`src/rtl/lsu_port_arbiter.sv`:
```
// lsu_port_arbiter
// Two-master round-robin arbiter and sequencer for the single LSU port.
// Master 0 is the core data path, master 1 a debug/DMA engine. One command
// is accepted at a time, registered, presented to the LSU for one ISSUE cycle
// plus RD_LAT WAIT cycles, and its load data is returned to the owner as a
// one-cycle response.
//
// Ports:
//   i_clk, i_reset           clock, asynchronous active-high reset
//   i_mN_req/wren/addr/      master N command (held until o_mN_gnt)
//     wdata/mask
//   o_mN_gnt                 combinational accept, only in IDLE
//   o_mN_rvalid/o_mN_rdata   one-cycle response; rdata persists until the
//                            next response to the same master
//   o_lsu_addr/wdata/mask    command to LSU, driven in ISSUE and WAIT
//   o_lsu_wren               store strobe, ISSUE cycle only
//   i_lsu_rdata              LSU load data, sampled RD_LAT cycles after ISSUE
//   o_busy                   high whenever a transaction is in flight
module lsu_port_arbiter #(
  parameter int RD_LAT = 0
) (
  input  logic        i_clk,
  input  logic        i_reset,
  input  logic        i_m0_req,
  input  logic        i_m0_wren,
  input  logic [31:0] i_m0_addr,
  input  logic [31:0] i_m0_wdata,
  input  logic [3:0]  i_m0_mask,
  output logic        o_m0_gnt,
  output logic        o_m0_rvalid,
  output logic [31:0] o_m0_rdata,
  input  logic        i_m1_req,
  input  logic        i_m1_wren,
  input  logic [31:0] i_m1_addr,
  input  logic [31:0] i_m1_wdata,
  input  logic [3:0]  i_m1_mask,
  output logic        o_m1_gnt,
  output logic        o_m1_rvalid,
  output logic [31:0] o_m1_rdata,
  output logic [31:0] o_lsu_addr,
  output logic [31:0] o_lsu_wdata,
  output logic [3:0]  o_lsu_mask,
  output logic        o_lsu_wren,
  input  logic [31:0] i_lsu_rdata,
  output logic        o_busy
);

  localparam logic [1:0] S_IDLE  = 2'd0;
  localparam logic [1:0] S_ISSUE = 2'd1;
  localparam logic [1:0] S_WAIT  = 2'd2;
  localparam logic [1:0] S_RESP  = 2'd3;

  localparam logic [3:0] WAIT_INIT = (RD_LAT > 0) ? 4'(RD_LAT - 1) : 4'd0;

  logic [1:0]  state_q, state_d;
  logic        last_q, last_d;    // owner of the most recent grant
  logic        owner_q, owner_d;
  logic        wren_q, wren_d;
  logic [31:0] addr_q, addr_d;
  logic [31:0] wdata_q, wdata_d;
  logic [3:0]  mask_q, mask_d;
  logic [3:0]  cnt_q, cnt_d;
  logic [31:0] m0_rdata_q, m0_rdata_d;
  logic [31:0] m1_rdata_q, m1_rdata_d;

  logic        gnt0, gnt1, sample;
  logic [31:0] resp_data;

  always_comb begin
    // Grants are suppressed while reset is held so every output reads 0.
    gnt0 = 1'b0;
    gnt1 = 1'b0;
    if (state_q == S_IDLE && !i_reset) begin
      if (i_m0_req && i_m1_req) begin
        gnt0 = last_q;   // last=1 means master 1 went last, so master 0 wins
        gnt1 = !last_q;
      end else begin
        gnt0 = i_m0_req;
        gnt1 = i_m1_req;
      end
    end
  end

  always_comb begin
    state_d    = state_q;
    last_d     = last_q;
    owner_d    = owner_q;
    wren_d     = wren_q;
    addr_d     = addr_q;
    wdata_d    = wdata_q;
    mask_d     = mask_q;
    cnt_d      = cnt_q;
    m0_rdata_d = m0_rdata_q;
    m1_rdata_d = m1_rdata_q;
    sample     = 1'b0;

    case (state_q)
      S_IDLE: begin
        if (gnt0 || gnt1) begin
          owner_d = gnt1;
          last_d  = gnt1;
          wren_d  = gnt1 ? i_m1_wren  : i_m0_wren;
          addr_d  = gnt1 ? i_m1_addr  : i_m0_addr;
          wdata_d = gnt1 ? i_m1_wdata : i_m0_wdata;
          mask_d  = gnt1 ? i_m1_mask  : i_m0_mask;
          state_d = S_ISSUE;
        end
      end
      S_ISSUE: begin
        if (RD_LAT == 0) begin
          sample  = 1'b1;
          state_d = S_RESP;
        end else begin
          cnt_d   = WAIT_INIT;
          state_d = S_WAIT;
        end
      end
      S_WAIT: begin
        if (cnt_q == 4'd0) begin
          sample  = 1'b1;
          state_d = S_RESP;
        end else begin
          cnt_d = cnt_q - 4'd1;
        end
      end
      default: state_d = S_IDLE;
    endcase

    // The response data lands in the owner's register at the sampling edge,
    // so it is already visible during RESP and persists afterwards.
    resp_data = wren_q ? 32'd0 : i_lsu_rdata;
    if (sample) begin
      if (owner_q) m1_rdata_d = resp_data;
      else         m0_rdata_d = resp_data;
    end
  end

  always_ff @(posedge i_clk or posedge i_reset) begin
    if (i_reset) begin
      state_q    <= S_IDLE;
      last_q     <= 1'b1;
      owner_q    <= 1'b0;
      wren_q     <= 1'b0;
      addr_q     <= 32'd0;
      wdata_q    <= 32'd0;
      mask_q     <= 4'd0;
      cnt_q      <= 4'd0;
      m0_rdata_q <= 32'd0;
      m1_rdata_q <= 32'd0;
    end else begin
      state_q    <= state_d;
      last_q     <= last_d;
      owner_q    <= owner_d;
      wren_q     <= wren_d;
      addr_q     <= addr_d;
      wdata_q    <= wdata_d;
      mask_q     <= mask_d;
      cnt_q      <= cnt_d;
      m0_rdata_q <= m0_rdata_d;
      m1_rdata_q <= m1_rdata_d;
    end
  end

  // LSU outputs decode from the state register so an asynchronous reset
  // clears them immediately.
  logic drive;
  assign drive = (state_q == S_ISSUE) || (state_q == S_WAIT);

  assign o_lsu_addr  = drive ? addr_q  : 32'd0;
  assign o_lsu_wdata = drive ? wdata_q : 32'd0;
  assign o_lsu_mask  = drive ? mask_q  : 4'd0;
  assign o_lsu_wren  = (state_q == S_ISSUE) && wren_q;
  assign o_busy      = (state_q != S_IDLE);

  assign o_m0_gnt    = gnt0;
  assign o_m1_gnt    = gnt1;
  assign o_m0_rvalid = (state_q == S_RESP) && !owner_q;
  assign o_m1_rvalid = (state_q == S_RESP) && owner_q;
  assign o_m0_rdata  = m0_rdata_q;
  assign o_m1_rdata  = m1_rdata_q;

endmodule

```
`config.mk`:
```
export PLATFORM = sky130hd
export DESIGN_NAME = lsu_port_arbiter
export DESIGN_NICKNAME = d
export VERILOG_FILES = /design/src/rtl/lsu_port_arbiter.sv
export SDC_FILE = /design/constraint.sdc
export NUM_CORES = 1
export LEC_CHECK = 0
export BUFFER_PORTS_ARGS = -buffer_cell sky130_fd_sc_hd__clkbuf_2
export CAP_MARGIN = 30
export CORE_AREA = 2 2 121 123
export DETAILED_ROUTE_END_ITERATION = 8
export DIE_AREA = 0 0 123 125
export PLACE_DENSITY = 0.8
export SYNTH_ARGS = -nofsm -noshare
export SYNTH_HDL_FRONTEND = slang
export SYNTH_SLANG_ARGS = --single-unit
export TNS_END_PERCENT = 1
```
`constraint.sdc`:
```
create_clock -name i_clk -period 9.4 [get_ports i_clk]
set_clock_uncertainty 0.05 [all_clocks]
set_input_delay 0.47 -clock i_clk [delete_from_list [all_inputs] [get_ports i_clk]]
set_output_delay 0.47 -clock i_clk [all_outputs]
set_load 0.05 [all_outputs]
```
# After elaboration in Yosys (flattened, before gate mapping)
# Cells that the tools add are included.
[totals]
mem_bits_rw = 0
register_bits = 141
out_inout_bits = 138
romBits = 0
word_cells = 53
latchBits = 0
n_memories = 0
inputBits = 174
[classes]
reduce_logical = 18
multipliers = 0
mux = 17
magnitude_cmp = 0
n_eq_ne = 5
n_div = 0
n_addsub = 1
n_bitwise = 2
shift = 0
[op_table]
columns = ["op", "n"]
rows = [
  ["2-to-1 mux 32 bit", 5],
  ["AND reduction 2 bit", 5],
  ["2-to-1 mux 4 bit", 2],
  ["2-to-1 mux 1 bit", 6],
  ["case mux 2 bit (3 select lines)", 1],
  ["logical AND 1 bit", 5],
  ["== test 2 bit (second input constant)", 2],
  ["logical NOT 4 bit", 1],
  ["2-to-1 mux 2 bit", 2],
  ["subtractor 4 x 1 -> 4 bit (second input constant)", 1],
  ["logical NOT 1 bit", 3],
  ["== test 2 x 1 -> 1 bit (second input constant)", 1],
  ["logical NOT 2 bit", 1],
  ["logical OR 1 bit", 2],
  ["!= test 2 x 1 -> 1 bit (second input constant)", 1],
  ["!= test 2 bit (second input constant)", 1],
  ["NOT 1 bit", 2],
  ["case mux 1 bit (2 select lines)", 1],
  ["nonzero test 2 bit", 1],
]

# Logic depth before layout (Yosys ltp)
[logic_depth]
depth_word = 6
mapped_depth = 8
mapped_depth_nobuf = 7

# Worst setup path before layout
# OpenSTA, ideal clock, no wires.
[synth_timing]
path_type = "register to output"
startpoint = "reg state_q[0]"
endpoint = "out o_lsu_wdata[21]"
n_path_buf = 3
arrival_time_ns = 1.785
stages_incl_launch_ff = 7
required_time_ns = 8.880
path_slack_ns = 7.095
cell_sequence = "dfrtp_1 > inv_1 > ha_1 > clkbuf_1 > clkbuf_1 > clkbuf_1 > and2_1"
[synth_via]
elab_chain_len = 3
elab_cells_between_ends = 4
classes_between = "eq/ne: 2; mux: 1; reduce/logical: 1"
[synth_lines]
columns = ["element", "line_no", "text"]
rows = [
  ["from (decl)", "55", "logic [1:0] state_q, state_d;"],
  ["from (signal assigned)", "151", "state_q <= state_d;"],
  ["== test 2 x 1 -> 1 bit or == test 2 bit (tied branches)", "167", "assign drive = (state_q == S_ISSUE) || (state_q == S_WAIT);"],
  ["logical OR 1 bit *", "167", ""],
  ["2-to-1 mux 32 bit *", "170", "assign o_lsu_wdata = drive ? wdata_q : 32'd0;"],
  ["to (decl)", "41", "output logic [31:0] o_lsu_wdata,"],
]
# Mark *: on every way between the ends. The rest lies on a longest branch, timed or not.

# Worst setup path after layout
[layout_timing]
startpoint = "reg state_q[0]"
endpoint = "reg state_q[1]"
[layout_via]
elab_chain_len = 6
elab_cells_between_ends = 11
classes_between = "eq/ne: 4; mux: 3; reduce/logical: 4"
[layout_lines]
columns = ["element", "line_no", "text"]
rows = [
  ["logical NOT 2 bit", "73, 97", ""],
  ["logical AND 1 bit", "73", "if (state_q == S_IDLE && !i_reset) begin"],
  ["2-to-1 mux 1 bit", "73", ""],
  ["logical OR 1 bit", "99", "if (gnt0 || gnt1) begin"],
  ["!= test 2 x 1 -> 1 bit (no source line)", "n/a", ""],
  ["AND reduction 2 bit (no source line)", "n/a", ""],
]
# Parallel ways exist; a longest one is shown, timed or not.
# A chain may end at the register's enable or synchronous reset.

==> flow_metrics.tcl <==
set metrics [dict create \
    largest_family_of_logic_cells_by_synthesized_area "simple AND/OR/NAND/NOR gates" \
    synth_adder_area_share 0.00969 \
    diodes 0 \
    cts_tree "done" \
    placementRows 44 \
    drv_slew 0 \
    synth.mux.area_fraction 0.00330 \
    hold_viol_final 0 \
    cp.arrival_ns 3.15 \
    cap_viol_max_count 0 \
    regToRegStartpoint "state_q[0]" \
    die_area_mm2 0.0154 \
    worst-setup-path-type "register to register" \
    grt_start_max_net_pins 108 \
    clk_root_buffer_cell "sky130_fd_sc_hd__clkbuf_16" \
    timing.reg2reg.setup_slack_ns 6.49 \
    setup_viol_count_final 0 \
    port_buffers 311 \
    r2r_end "state_q[1]" \
    layout.cells.most_common "sky130_fd_sc_hd__clkbuf_2" \
    number_of_optimization_iterations_in_the_first_detailed_route_pass 5 \
    layout-area-overhead-vs-synth_pct 34.4 \
    synth-warning-count 0 \
    synth-compound-area-share 0.125 \
    timing.slew.headroom 0.337 \
    routability_congestion 0.830 \
    post_synthesis_share_of_cell_area_spent_on_and_or_nand_and_nor_gates 0.271 \
    cp_startpoint_kind "register" \
    cts_htree_levels 4 \
    routed_wl_mm 17.5 \
    setup.worst_path.end_class "register" \
    drc_errors 0 \
    pre_cts_ws_ns 6.49 \
    critical_path.startpoint "state_q[0]" \
    gr-usage-all-layers 0.227 \
    cts_hold_buffers 0 \
    min_period_ns 2.91 \
    overflow_after_grt 0 \
    hold_class "input pin to asynchronous set/reset pin" \
    final_layout_size_suffix_gt1_frac 0.345 \
    via_count 6099 \
    min_period_over_period 0.310 \
    syn-num-nets 920 \
    wire_per_inst_um 14.3 \
    drt.antenna.violating_nets 0 \
    avg_cell_area_syn_um2 8.71 \
    sequential_fraction_of_the_synthesis_area 0.547 \
    post-cts-setup-buffer-count 0 \
    worst_slew_pin_slew_ns 0.995 \
    floorplan.io_pins 312 \
    layout_common_cells "sky130_fd_sc_hd__clkbuf_2 (311), sky130_fd_sc_hd__nand2_1 (210), sky130_fd_sc_hd__dfrtp_1 (140)" \
    design.final.nets 1206 \
    cts_buffer_depth 2 \
    setup-tns-final_ns 0 \
    result_of_the_run "finished clean" \
    rsz0062_at_grt "false" \
    finalWorstSetupSlack_ns 6.49 \
    synth_cell_types 29 \
    drt_iter0_drcs 324 \
    maxClockFrequency_ghz 0.344 \
    grt_first_pass_wirelength_mm 27.3 \
    antenna_found_initial 0 \
    clkLatencyLatePin_ns 0.41 \
    path_clk_slew_ns 0.06 \
    layout.filler_cells 1238 \
    dieHeight_um 125 \
    synth.ff_latch_count 141 \
    timing.critical_path.required_ns 9.64 \
    postSynthCellCount 741 \
    die-width_um 123 \
    setup.worst_path.end "state_q[1]" \
    tritoncts.num_buffers 17 \
    postCtsResizedCells 0 \
    path_max_fanout 107 \
    dp_hpwl_mm 12.4 \
    floorplan.initialDensity 0.454 \
    ff2ff_path_depth 7 \
    first_global_vias 5672 \
    clkSinkCount 141 \
    synthXorXnorAreaFrac 0.00271 \
    core_area_mm2 0.0142 \
    netlist_area_mm2 0.00645 \
    routed_via_density 4.98 \
]
[registers in the layout, indices dropped and copies added, names as in the netlist]
signal,count
mask_q,4
owner_q,1
last_q,1
addr_q,32
wdata_q,32
wren_q,1
o_m1_rdata,32
o_m0_rdata,32
cnt_q,4
state_q,2
[metal layers]
metal	part of all wire	track usage	vias up
met4	0.028	0.0929	0
met5	0	0	-
li1	-	-	2989
met1	0.40	0.274	2807
met2	0.49	0.383	267
met3	0.082	0.0602	36
[stage by stage]
stage               area (µm²)  cells  utilization  hold WS (ns)
floorplan                 6450    741            -         0.394
global placement          8080   1190        0.569         0.406
detailed placement        8100   1191        0.570         0.417
CTS                       8650   1223        0.609         0.117
global route              8680   1224        0.611         0.138
finish                    8680   1224        0.611         0.106
[cells by family (layout without fill, tap and decap cells)]
family,count (synthesis),in the layout
muxes,2,2
buffers and inverters,61,360
DFF,141,141
and+or+nand+nor,390,390
adders and majority gates,5,5
AOI/OAI and AO/OA,140,140
xor gates and xnor gates,2,2
[synthesized netlist by cell type]
library cell / n / area, µm²
sky130_fd_sc_hd__o21ai_1: 6 / 30.0
sky130_fd_sc_hd__o211ai_2: 1 / 12.5
sky130_fd_sc_hd__mux2i_1: 1 / 10.0
sky130_fd_sc_hd__o21ai_0: 60 / 300
sky130_fd_sc_hd__nor2b_1: 3 / 18.8
sky130_fd_sc_hd__nor2_1: 69 / 259
sky130_fd_sc_hd__o21a_1: 2 / 15.0
sky130_fd_sc_hd__ha_1: 5 / 62.6
sky130_fd_sc_hd__xnor2_1: 1 / 8.76
sky130_fd_sc_hd__o21ai_2: 1 / 8.76
sky130_fd_sc_hd__buf_1: 6 / 22.5
sky130_fd_sc_hd__a31oi_1: 69 / 432
sky130_fd_sc_hd__and2_1: 70 / 438
sky130_fd_sc_hd__nor4_1: 1 / 6.26
sky130_fd_sc_hd__dfstp_2: 1 / 26.3
sky130_fd_sc_hd__nand2_1: 210 / 788
sky130_fd_sc_hd__inv_2: 1 / 3.75
sky130_fd_sc_hd__nand3_1: 2 / 10.0
sky130_fd_sc_hd__clkbuf_2: 3 / 15.0
sky130_fd_sc_hd__nand2b_1: 33 / 206
sky130_fd_sc_hd__nand3_2: 1 / 10.0
sky130_fd_sc_hd__buf_2: 29 / 145
sky130_fd_sc_hd__inv_1: 8 / 30.0
sky130_fd_sc_hd__o31ai_1: 1 / 7.51
sky130_fd_sc_hd__and4bb_2: 1 / 12.5
sky130_fd_sc_hd__mux2_1: 1 / 11.3
sky130_fd_sc_hd__xor2_1: 1 / 8.76
sky130_fd_sc_hd__clkbuf_1: 14 / 52.6
sky130_fd_sc_hd__dfrtp_1: 140 / 3500
[layout make-up]
cell class	instances	area, µm²	area share
flip-flops and latches	141	3530	0.407
well taps	184	230	0.0265
clock inverters	12	90.1	0.0104
repair buffers	319	1650	0.190
clock buffers	20	457	0.0526
multi-input cells	539	2680	0.309
inverters	9	38.8	0.00447
[worst max-delay path, stage by stage (launching register included)]
cell	delay, ns
sky130_fd_sc_hd__dfrtp_1	0.40
sky130_fd_sc_hd__inv_1	0.11
sky130_fd_sc_hd__ha_2	0.18
sky130_fd_sc_hd__nor2b_1	0.26
sky130_fd_sc_hd__o21a_4	0.39
sky130_fd_sc_hd__buf_4	0.82
sky130_fd_sc_hd__o21a_1	0.23
sky130_fd_sc_hd__mux2_1	0.32
[how the worst min path moves through the flow]
stage	startpoint	endpoint	slack, ns	depth (start not counted)
5_1_grt	i_reset	addr_q[14]	0.14	2
4_1_cts	i_reset	addr_q[14]	0.12	2
6_report	i_reset	addr_q[15]	0.11	2
3_3_place_gp	last_q	last_q	0.41	2
3_5_place_dp	last_q	last_q	0.42	2
2_1_floorplan	last_q	last_q	0.39	2
Power is left out: the tool's default activity adds up to more than one toggle a clock period on the data nets, which glitch-free logic cannot reach.
